## src/rtl/down_counter_sequencer_if.sv

```systemverilog
// rtl/down_counter_sequencer_if.sv - control/status bundle for the down counter sequencer
interface down_counter_sequencer_if #(
    parameter int WIDTH = 4
);
    logic             start;
    logic [WIDTH-1:0] load_val;
    logic             pause;
    logic             abort;
    logic             auto_reload;
    logic [WIDTH-1:0] q;
    logic [WIDTH-1:0] q_bar;
    logic             busy;
    logic             done;
    logic [1:0]       state;

    // Controller side: issues commands, observes the count.
    modport master (
        output start, load_val, pause, abort, auto_reload,
        input  q, q_bar, busy, done, state
    );

    // Sequencer side: receives commands, reports the count.
    modport slave (
        input  start, load_val, pause, abort, auto_reload,
        output q, q_bar, busy, done, state
    );
endinterface

```

## src/rtl/down_counter_sequencer.sv

```systemverilog
// rtl/down_counter_sequencer.sv - prescaled down counter with pause, abort and auto-reload
module down_counter_sequencer #(
    parameter int WIDTH    = 4,
    parameter int PRESCALE = 1
) (
    input  logic                     clk,
    input  logic                     rst,
    down_counter_sequencer_if.slave  bus
);
    localparam int               PW       = (PRESCALE > 1) ? $clog2(PRESCALE) : 1;
    localparam logic [PW-1:0]    PC_LAST  = PW'(PRESCALE - 1);
    localparam logic [WIDTH-1:0] ALL_ONES = {WIDTH{1'b1}};

    typedef enum logic [1:0] {
        S_IDLE   = 2'd0,
        S_RUN    = 2'd1,
        S_PAUSED = 2'd2
    } state_t;

    state_t           state_q, state_d;
    logic [WIDTH-1:0] q_q, q_d;
    logic [WIDTH-1:0] reload_q, reload_d;
    logic [PW-1:0]    pcnt_q, pcnt_d;
    logic             done_q, done_d;

    // State and datapath registers; reset parks the counter at all ones.
    always_ff @(posedge clk) begin
        if (rst) begin
            state_q  <= S_IDLE;
            q_q      <= ALL_ONES;
            reload_q <= '0;
            pcnt_q   <= '0;
            done_q   <= 1'b0;
        end else begin
            state_q  <= state_d;
            q_q      <= q_d;
            reload_q <= reload_d;
            pcnt_q   <= pcnt_d;
            done_q   <= done_d;
        end
    end

    // Next state: abort beats pause beats tick. Leaving PAUSED takes a
    // normal run step in the same cycle, so only pause-high cycles stall.
    always_comb begin
        state_d  = state_q;
        q_d      = q_q;
        reload_d = reload_q;
        pcnt_d   = pcnt_q;
        done_d   = 1'b0;
        case (state_q)
            S_RUN, S_PAUSED: begin
                if (bus.abort) begin
                    state_d = S_IDLE;
                    q_d     = ALL_ONES;
                    pcnt_d  = '0;
                end else if (bus.pause) begin
                    state_d = S_PAUSED;
                end else begin
                    state_d = S_RUN;
                    if (pcnt_q == PC_LAST) begin
                        pcnt_d = '0;
                        if (q_q != '0) begin
                            q_d = q_q - 1'b1;
                        end else begin
                            done_d = 1'b1;
                            if (bus.auto_reload) begin
                                q_d = reload_q;
                            end else begin
                                state_d = S_IDLE;
                            end
                        end
                    end else begin
                        pcnt_d = pcnt_q + 1'b1;
                    end
                end
            end
            default: begin
                // IDLE (and the unused encoding) only listens for start.
                if (bus.start) begin
                    state_d  = S_RUN;
                    q_d      = bus.load_val;
                    reload_d = bus.load_val;
                    pcnt_d   = '0;
                end
            end
        endcase
    end

    assign bus.q     = q_q;
    assign bus.q_bar = ~q_q;
    assign bus.busy  = (state_q == S_RUN) || (state_q == S_PAUSED);
    assign bus.done  = done_q;
    assign bus.state = state_q;
endmodule

```

## src/flat_wrapper.sv

```systemverilog
// flat-port wrapper written by rule: the top's interface ports become plain ports
module down_counter_sequencer_flat 
#(
    parameter int WIDTH    = 4,
    parameter int PRESCALE = 1
)
  (clk, rst, bus_start, bus_load_val, bus_pause, bus_abort, bus_auto_reload, bus_q, bus_q_bar, bus_busy, bus_done, bus_state);
  down_counter_sequencer_if #(.WIDTH(WIDTH)) bus_i ();
  input  logic clk;
  input  logic rst;
  input wire logic [$bits(bus_i.start)-1:0] bus_start;
  input wire logic [$bits(bus_i.load_val)-1:0] bus_load_val;
  input wire logic [$bits(bus_i.pause)-1:0] bus_pause;
  input wire logic [$bits(bus_i.abort)-1:0] bus_abort;
  input wire logic [$bits(bus_i.auto_reload)-1:0] bus_auto_reload;
  output wire logic [$bits(bus_i.q)-1:0] bus_q;
  output wire logic [$bits(bus_i.q_bar)-1:0] bus_q_bar;
  output wire logic [$bits(bus_i.busy)-1:0] bus_busy;
  output wire logic [$bits(bus_i.done)-1:0] bus_done;
  output wire logic [$bits(bus_i.state)-1:0] bus_state;
  assign bus_i.start = bus_start;
  assign bus_i.load_val = bus_load_val;
  assign bus_i.pause = bus_pause;
  assign bus_i.abort = bus_abort;
  assign bus_i.auto_reload = bus_auto_reload;
  assign bus_q = bus_i.q;
  assign bus_q_bar = bus_i.q_bar;
  assign bus_busy = bus_i.busy;
  assign bus_done = bus_i.done;
  assign bus_state = bus_i.state;
  down_counter_sequencer #(.WIDTH(WIDTH), .PRESCALE(PRESCALE)) u_core (.clk(clk), .rst(rst), .bus(bus_i));
endmodule
```

## config.mk

```make
export PLATFORM = sky130hd
export DESIGN_NAME = down_counter_sequencer_flat
export DESIGN_NICKNAME = d
export VERILOG_FILES = /design/src/rtl/down_counter_sequencer_if.sv /design/src/rtl/down_counter_sequencer.sv /design/src/flat_wrapper.sv
export SDC_FILE = /design/constraint.sdc
export NUM_CORES = 1
export LEC_CHECK = 0
export CAP_MARGIN = 20
export CORE_MARGIN = 8
export CORE_UTILIZATION = 45
export CTS_BUF_LIST = sky130_fd_sc_hd__clkbuf_4 sky130_fd_sc_hd__clkbuf_8
export DETAILED_ROUTE_END_ITERATION = 12
export PLACE_DENSITY = 0.91
export SYNTH_ARGS = -nofsm -noshare
export SYNTH_HDL_FRONTEND = slang
export SYNTH_SLANG_ARGS = --single-unit
```

## constraint.sdc

```tcl
create_clock -name clk -period 1.8 [get_ports clk]
set_clock_uncertainty 0.05 [all_clocks]
set_input_delay 0.45 -clock clk [delete_from_list [all_inputs] [get_ports clk]]
set_output_delay 0.45 -clock clk [all_outputs]
set_load 0.03 [all_outputs]
```

== After elaboration in Yosys (flattened, before gate mapping) ==
Cells that the tools add are included.
Cells by class
  add/subtract/negate cells: 2
  eq/ne operators: 5
  bitwise operators: 2
  multiplexer cells: 20
  reductions and logical operators: 8
Operators with widths (count)
  $mux 4: 7
  $mux 2: 6
  $mux 1: 7
  $ne 3x3->1 const B: 2
  $reduce_or 5->1: 1
  $ne 4x3->1 const B: 1
  $not 4->4: 1
  $reduce_and 2->1: 2
  $reduce_and 4->1: 1
  $reduce_bool 4->1: 1
  $sub 4x1->4 const B: 1
  $eq 2x1->1 const B: 1
  $eq 2x2->1 const B: 1
  $reduce_bool 2->1: 1
  $reduce_or 2->1: 1
  $add 1x1->1 const B: 1
  $logic_or 1x1->1: 1
  $not 1->1: 1
Word-level totals
  output and inout port bits: 12
  logic and storage cells: 42
  input port bits: 10
  register bits: 12

== Longest topological paths before layout ==
  word-level depth: 6
  gate-level depth with buffers: 6
  depth with buffers taken out: 6

== Worst setup path after synthesis ==
No wires, ideal clock.
  path kind: register to register
  from: register u_core.q_q[0] (netlist: u_core.bus.q[0])
  to: register u_core.q_q[0] (netlist: u_core.bus.q[0])
  setup slack: -0.217 ns
  stages on the path, launching flop included: 7
  required time: 1.628 ns
  setup time: 0.122 ns
  period minus slack after synthesis: 2.017 ns
  arrival time: 1.846 ns
  cell sequence: dfxtp_1 -> inv_1 -> ha_1 -> nor4b_1 -> nor2_1 -> o22ai_2 -> a221o_1
Between the ends
  cells in the longest elaborated chain, start to end: 6
RTL lines
  from (decl): RTL line down_counter_sequencer.sv:21  | logic [WIDTH-1:0] q_q, q_d;
  from (signal assigned): RTL line down_counter_sequencer.sv:36  | q_q <= q_d;
  $sub 4x1->4 or $reduce_bool 4->1 (tied branches): RTL line down_counter_sequencer.sv:64, down_counter_sequencer.sv:63
  $mux 4: RTL line down_counter_sequencer.sv:63  | if (q_q != '0) begin
  $mux 4: RTL line down_counter_sequencer.sv:61  | if (pcnt_q == PC_LAST) begin
  $mux 4: RTL line down_counter_sequencer.sv:57  | end else if (bus.pause) begin
  $mux 4: RTL line down_counter_sequencer.sv:53  | if (bus.abort) begin
  $mux 4: RTL line down_counter_sequencer.sv:51  | case (state_q)
Several ways; a longest one is shown, not always the timed one. The select of a mux whose other input is x is not followed.
A chain may end at the register's enable or synchronous reset.

== Final worst setup path ==
  from: register u_core.state_q[0] (netlist: u_core.bus.state[0])
  to: output port bus_busy
Between the ends
  cells in the longest elaborated chain, start to end: 2
RTL lines
  from (decl): RTL line down_counter_sequencer.sv:20  | state_t state_q, state_d;
  from (signal assigned): RTL line down_counter_sequencer.sv:35  | state_q <= state_d;
  $eq 2x1->1 or $eq 2x2->1 (tied branches): RTL line down_counter_sequencer.sv:92  | assign bus.busy = (state_q == S_RUN) || (state_q == S_PAUSED);
  $logic_or 1x1->1 *: RTL line down_counter_sequencer.sv:92
  to (decl): RTL line flat_wrapper.sv:18  | output wire logic [$bits(bus_i.busy)-1:0] bus_busy;
Mark *: on every way between the ends. The rest lies on a longest branch, timed or not.

==> summary.md <==
| Metric | Value |
|---|---|
| Final period util | 0.967 |
| Reg-to-reg endpoint | u_core.bus.q[0] |
| Row count | 13 |
| Root Buffer | clkbuf_4 |
| Final HPWL DP | between 1000 and 1500 um |
| Total core area | about 1300 um2 |
| DRT Pass-1 Iters | 4 |
| Chip height | 52.6 um |
| P&R area growth vs syn | 49.1% |
| Max-slew headroom | 0.689 |
| Achievable Freq | around 570 MHz |
| Number of buffers created by CTS | 3 |
| CTS Hold Bufs | 0 |
| CP Launch Point | u_core.bus.state[0] |
| Worst vdd rail ir drop | ~0.42 mV |
| Crit-path cells | xnor2_2, inv_4, dlygate4sd2_1 |
| Slowest CP cell | dlygate4sd2_1 |
| ANT cells | 0 |
| Pleak | 0.396 nW |
| TritonCTS clock tree | done |
| Initial antenna violation count | 0 |
| WP depth | 3 |
| Synth top area share | 0.364 |
| Post-synth top area cell | dfxtp_1 |
| Critical path's top delay family | buffers and inverters |
| WL per Instance | about 14 um |
| Share of layout cells above drive strength 1 | 0.189 |
| Syn Nets | approximately 90 |
| Critical Path RT | roughly 1300 ps |
| RSZ-0062 raised after global routing | no |
| Worst reg2reg path startpoint | u_core.bus.q[0] |
| Slew Limit Fails | 0 |
| Worst-margin pin slew | 460 ps |
| Tot Pwr | between 0.7 and 0.8 mW |
| H-Tree Depth | 1 |
| Setup Fix Bufs, Post-CTS | 0 |
| FF-to-FF setup slack | 120 ps |
| CTS Buffer Depth | 2 |
| Number of global-route vias before repair | 642 |
| Netlist Area Pre-Place | approximately 600 um2 |
| Total die area | about 2800 um2 |
| Gr ovfl total | 0 |
| First-pass GRT wire length | 2840 um |
| CP Capture Type | output port |
| Latest clock arrival within the worst-skew pair | 290 ps |
| Crit Path Category | reg -> out |
| Cells after Synth | 77 |
| Starting Density | 0.470 |
| Clk slew on worst S/H paths | around 70 ps |
| Status | finished, final reports clean |
| Worst setup SP type | flop |
| R2r worst-path depth | 6 |
| Fillcell total | around 110 |
| CTS Sinks | 11 |
| Setup TNS | 0 ps |
| Synth top area cells | dfxtp_1 36%, nand2_1 6.8%, a21oi_1 5.8% |
| Netlist cell types | 27 |
| Antenna Nets Post-Route | 0 |
| Register area share after synthesis | 0.364 |
| Yosys reg bits | 11 |
| Die X | about 53 um |
| Port bufs | 21 |
| Crit path largest cell delay | about 350 ps |
| Max_cap viols | 0 |
| Worst Hold Margin | 412 ps |
| Routed via count | about 700 |
| CP Capture Point | bus_busy |
| Via density per instance | 5.64 |
| RD Place Congestion | around 0.94 |
| HP Class | reg -> reg |
| Synth warn | 0 |
| Io pins | 22 |
| CP Buf/Inv Count | 2 |
| Routed Wire Length | between 1500 and 2000 um |
| Largest net degree at the start of global routing | 10 |
| Pwr dens | between 700 and 800 nW/um2 |
| Final nets | 118 |
| Crit path time final | around 1700 ps |
| DRC | 0 |
| Critical Path AT | 1240 ps |
| Final Setup Violations | 0 |
| First-iteration detailed-routing DRC count | 37 |
| Mean post-synth cell area | 7.85 um2 |
| GRT Overall Usage | 0.134 |
| Fin. Hold Viols | 0 |
| CP Max Fanout | 2 |
[report_power, final]
| group | switching (mW) | internal, mW | leakage (nW) |
|---|---|---|---|
| clock network | 0.0951 | 0.101 | 0.0184 |
| logic | 0.137 | 0.0979 | 0.288 |
| registers | 0.0239 | 0.264 | 0.0905 |
| total | 0.256 | 0.463 | 0.396 |
[cells in the final DEF (no fill, tap or decap), drive strengths merged, types with 2 or more instances in the layout]
| cell type | netlist | layout |
|---|---|---|
| nor2 | 8 | 8 |
| inv | 6 | 5 |
| a221o | 2 | 2 |
| o22ai | 2 | 2 |
| nand2 | 11 | 11 |
| dfxtp | 11 | 11 |
| nand3 | 5 | 5 |
| o21ai | 3 | 3 |
| buf | 0 | 6 |
| clkbuf | 2 | 4 |
| nor3 | 3 | 3 |
| clkdlybuf4s50 | 0 | 9 |
| mux2i | 3 | 3 |
| dlygate4sd2 | 0 | 11 |
| nand2b | 3 | 3 |
| a21oi | 8 | 8 |
[worst min-delay path by stage]
stage	slack, ps	endpoint	startpoint	cells past startpoint
6_report	410	u_core.reload_q[0]	u_core.reload_q[0]	2
5_1_grt	430	u_core.reload_q[3]	u_core.reload_q[3]	2
4_1_cts	410	u_core.reload_q[2]	u_core.reload_q[2]	2
3_5_place_dp	400	u_core.reload_q[2]	u_core.reload_q[2]	2
3_3_place_gp	400	u_core.reload_q[2]	u_core.reload_q[2]	2
2_1_floorplan	390	u_core.reload_q[0]	u_core.reload_q[0]	2
[cell usage after synthesis, drive strengths merged]
master and instances:
dfxtp 11, nand2 11, a21oi 8, nor2 8
inv 6, nand3 5, mux2i 3, nand2b 3
nor3 3, o21ai 3, a221o 2, clkbuf 2
o22ai 2, a221oi 1, a31oi 1, ha 1
nand4 1, nor2b 1, nor4b 1, o21ba 1
o31ai 1, o41ai 1, xnor2 1
[routing by layer]
layer  GRT usage  share of wire  wire length, um  vias to the layer above
met3      0.0284          0.084              145                        3
met2       0.217           0.49              840                       38
met4      0.0647          0.018               31                        0
met5           0              0                0                        -
met1       0.162           0.41              706                      306
li1            -              -                -                      335
[state kept, by name, indices dropped and copies added, names as in the netlist]
signal	count
u_core.bus.done	1
u_core.bus.state	2
u_core.bus.q	4
u_core.reload_q	4
[per-stage QoR]
stage,utilization,cell area (um2),setup WS (ps),instances
4_1_cts,0.699,898,44.9,121
3_5_place_dp,0.686,882,-102,117
2_1_floorplan,-,616,16.2,77
5_1_grt,0.701,901,12.4,121
6_report,0.701,901,59.5,121
3_3_place_gp,0.686,882,2.38,117
[cells by family after synthesis]
group                    share of synthesized area
adder cells (fa/ha/maj)                     0.0207
XOR/XNOR                                    0.0269
multiplexers                                0.0497
AND/OR/NAND/NOR                              0.255
flip-flops                                   0.364
buffers and inverters                       0.0538
AO/OA/AOI/OAI                                0.230
[layout make-up]
| cell class | count | area, um2 | area share |
|---|---|---|---|
| Clock buffer | 4 | 30.0 | 0.0333 |
| Tap cell | 15 | 18.8 | 0.0208 |
| Inverter | 6 | 28.8 | 0.0319 |
| Sequential cell | 11 | 225 | 0.250 |
| Timing Repair Buffer | 27 | 244 | 0.271 |
| Multi-Input combinational cell | 58 | 354 | 0.393 |
[worst register-to-register path, cell delays in order (launching register included)]
cell and delay, ps:
dfxtp_4 390, clkinvlp_4 90, ha_2 200, nor4b_1 170, nor2_1 200, o22ai_2 130, a221o_1 350
[repair_timing]
action	in CTS	in global routing
resized for setup	11	1
endpoints found under the hold margin	0	0
gates cloned	0	0
endpoints found under the setup margin	11	1
Note: power is estimated with default switching activity, not from simulation.
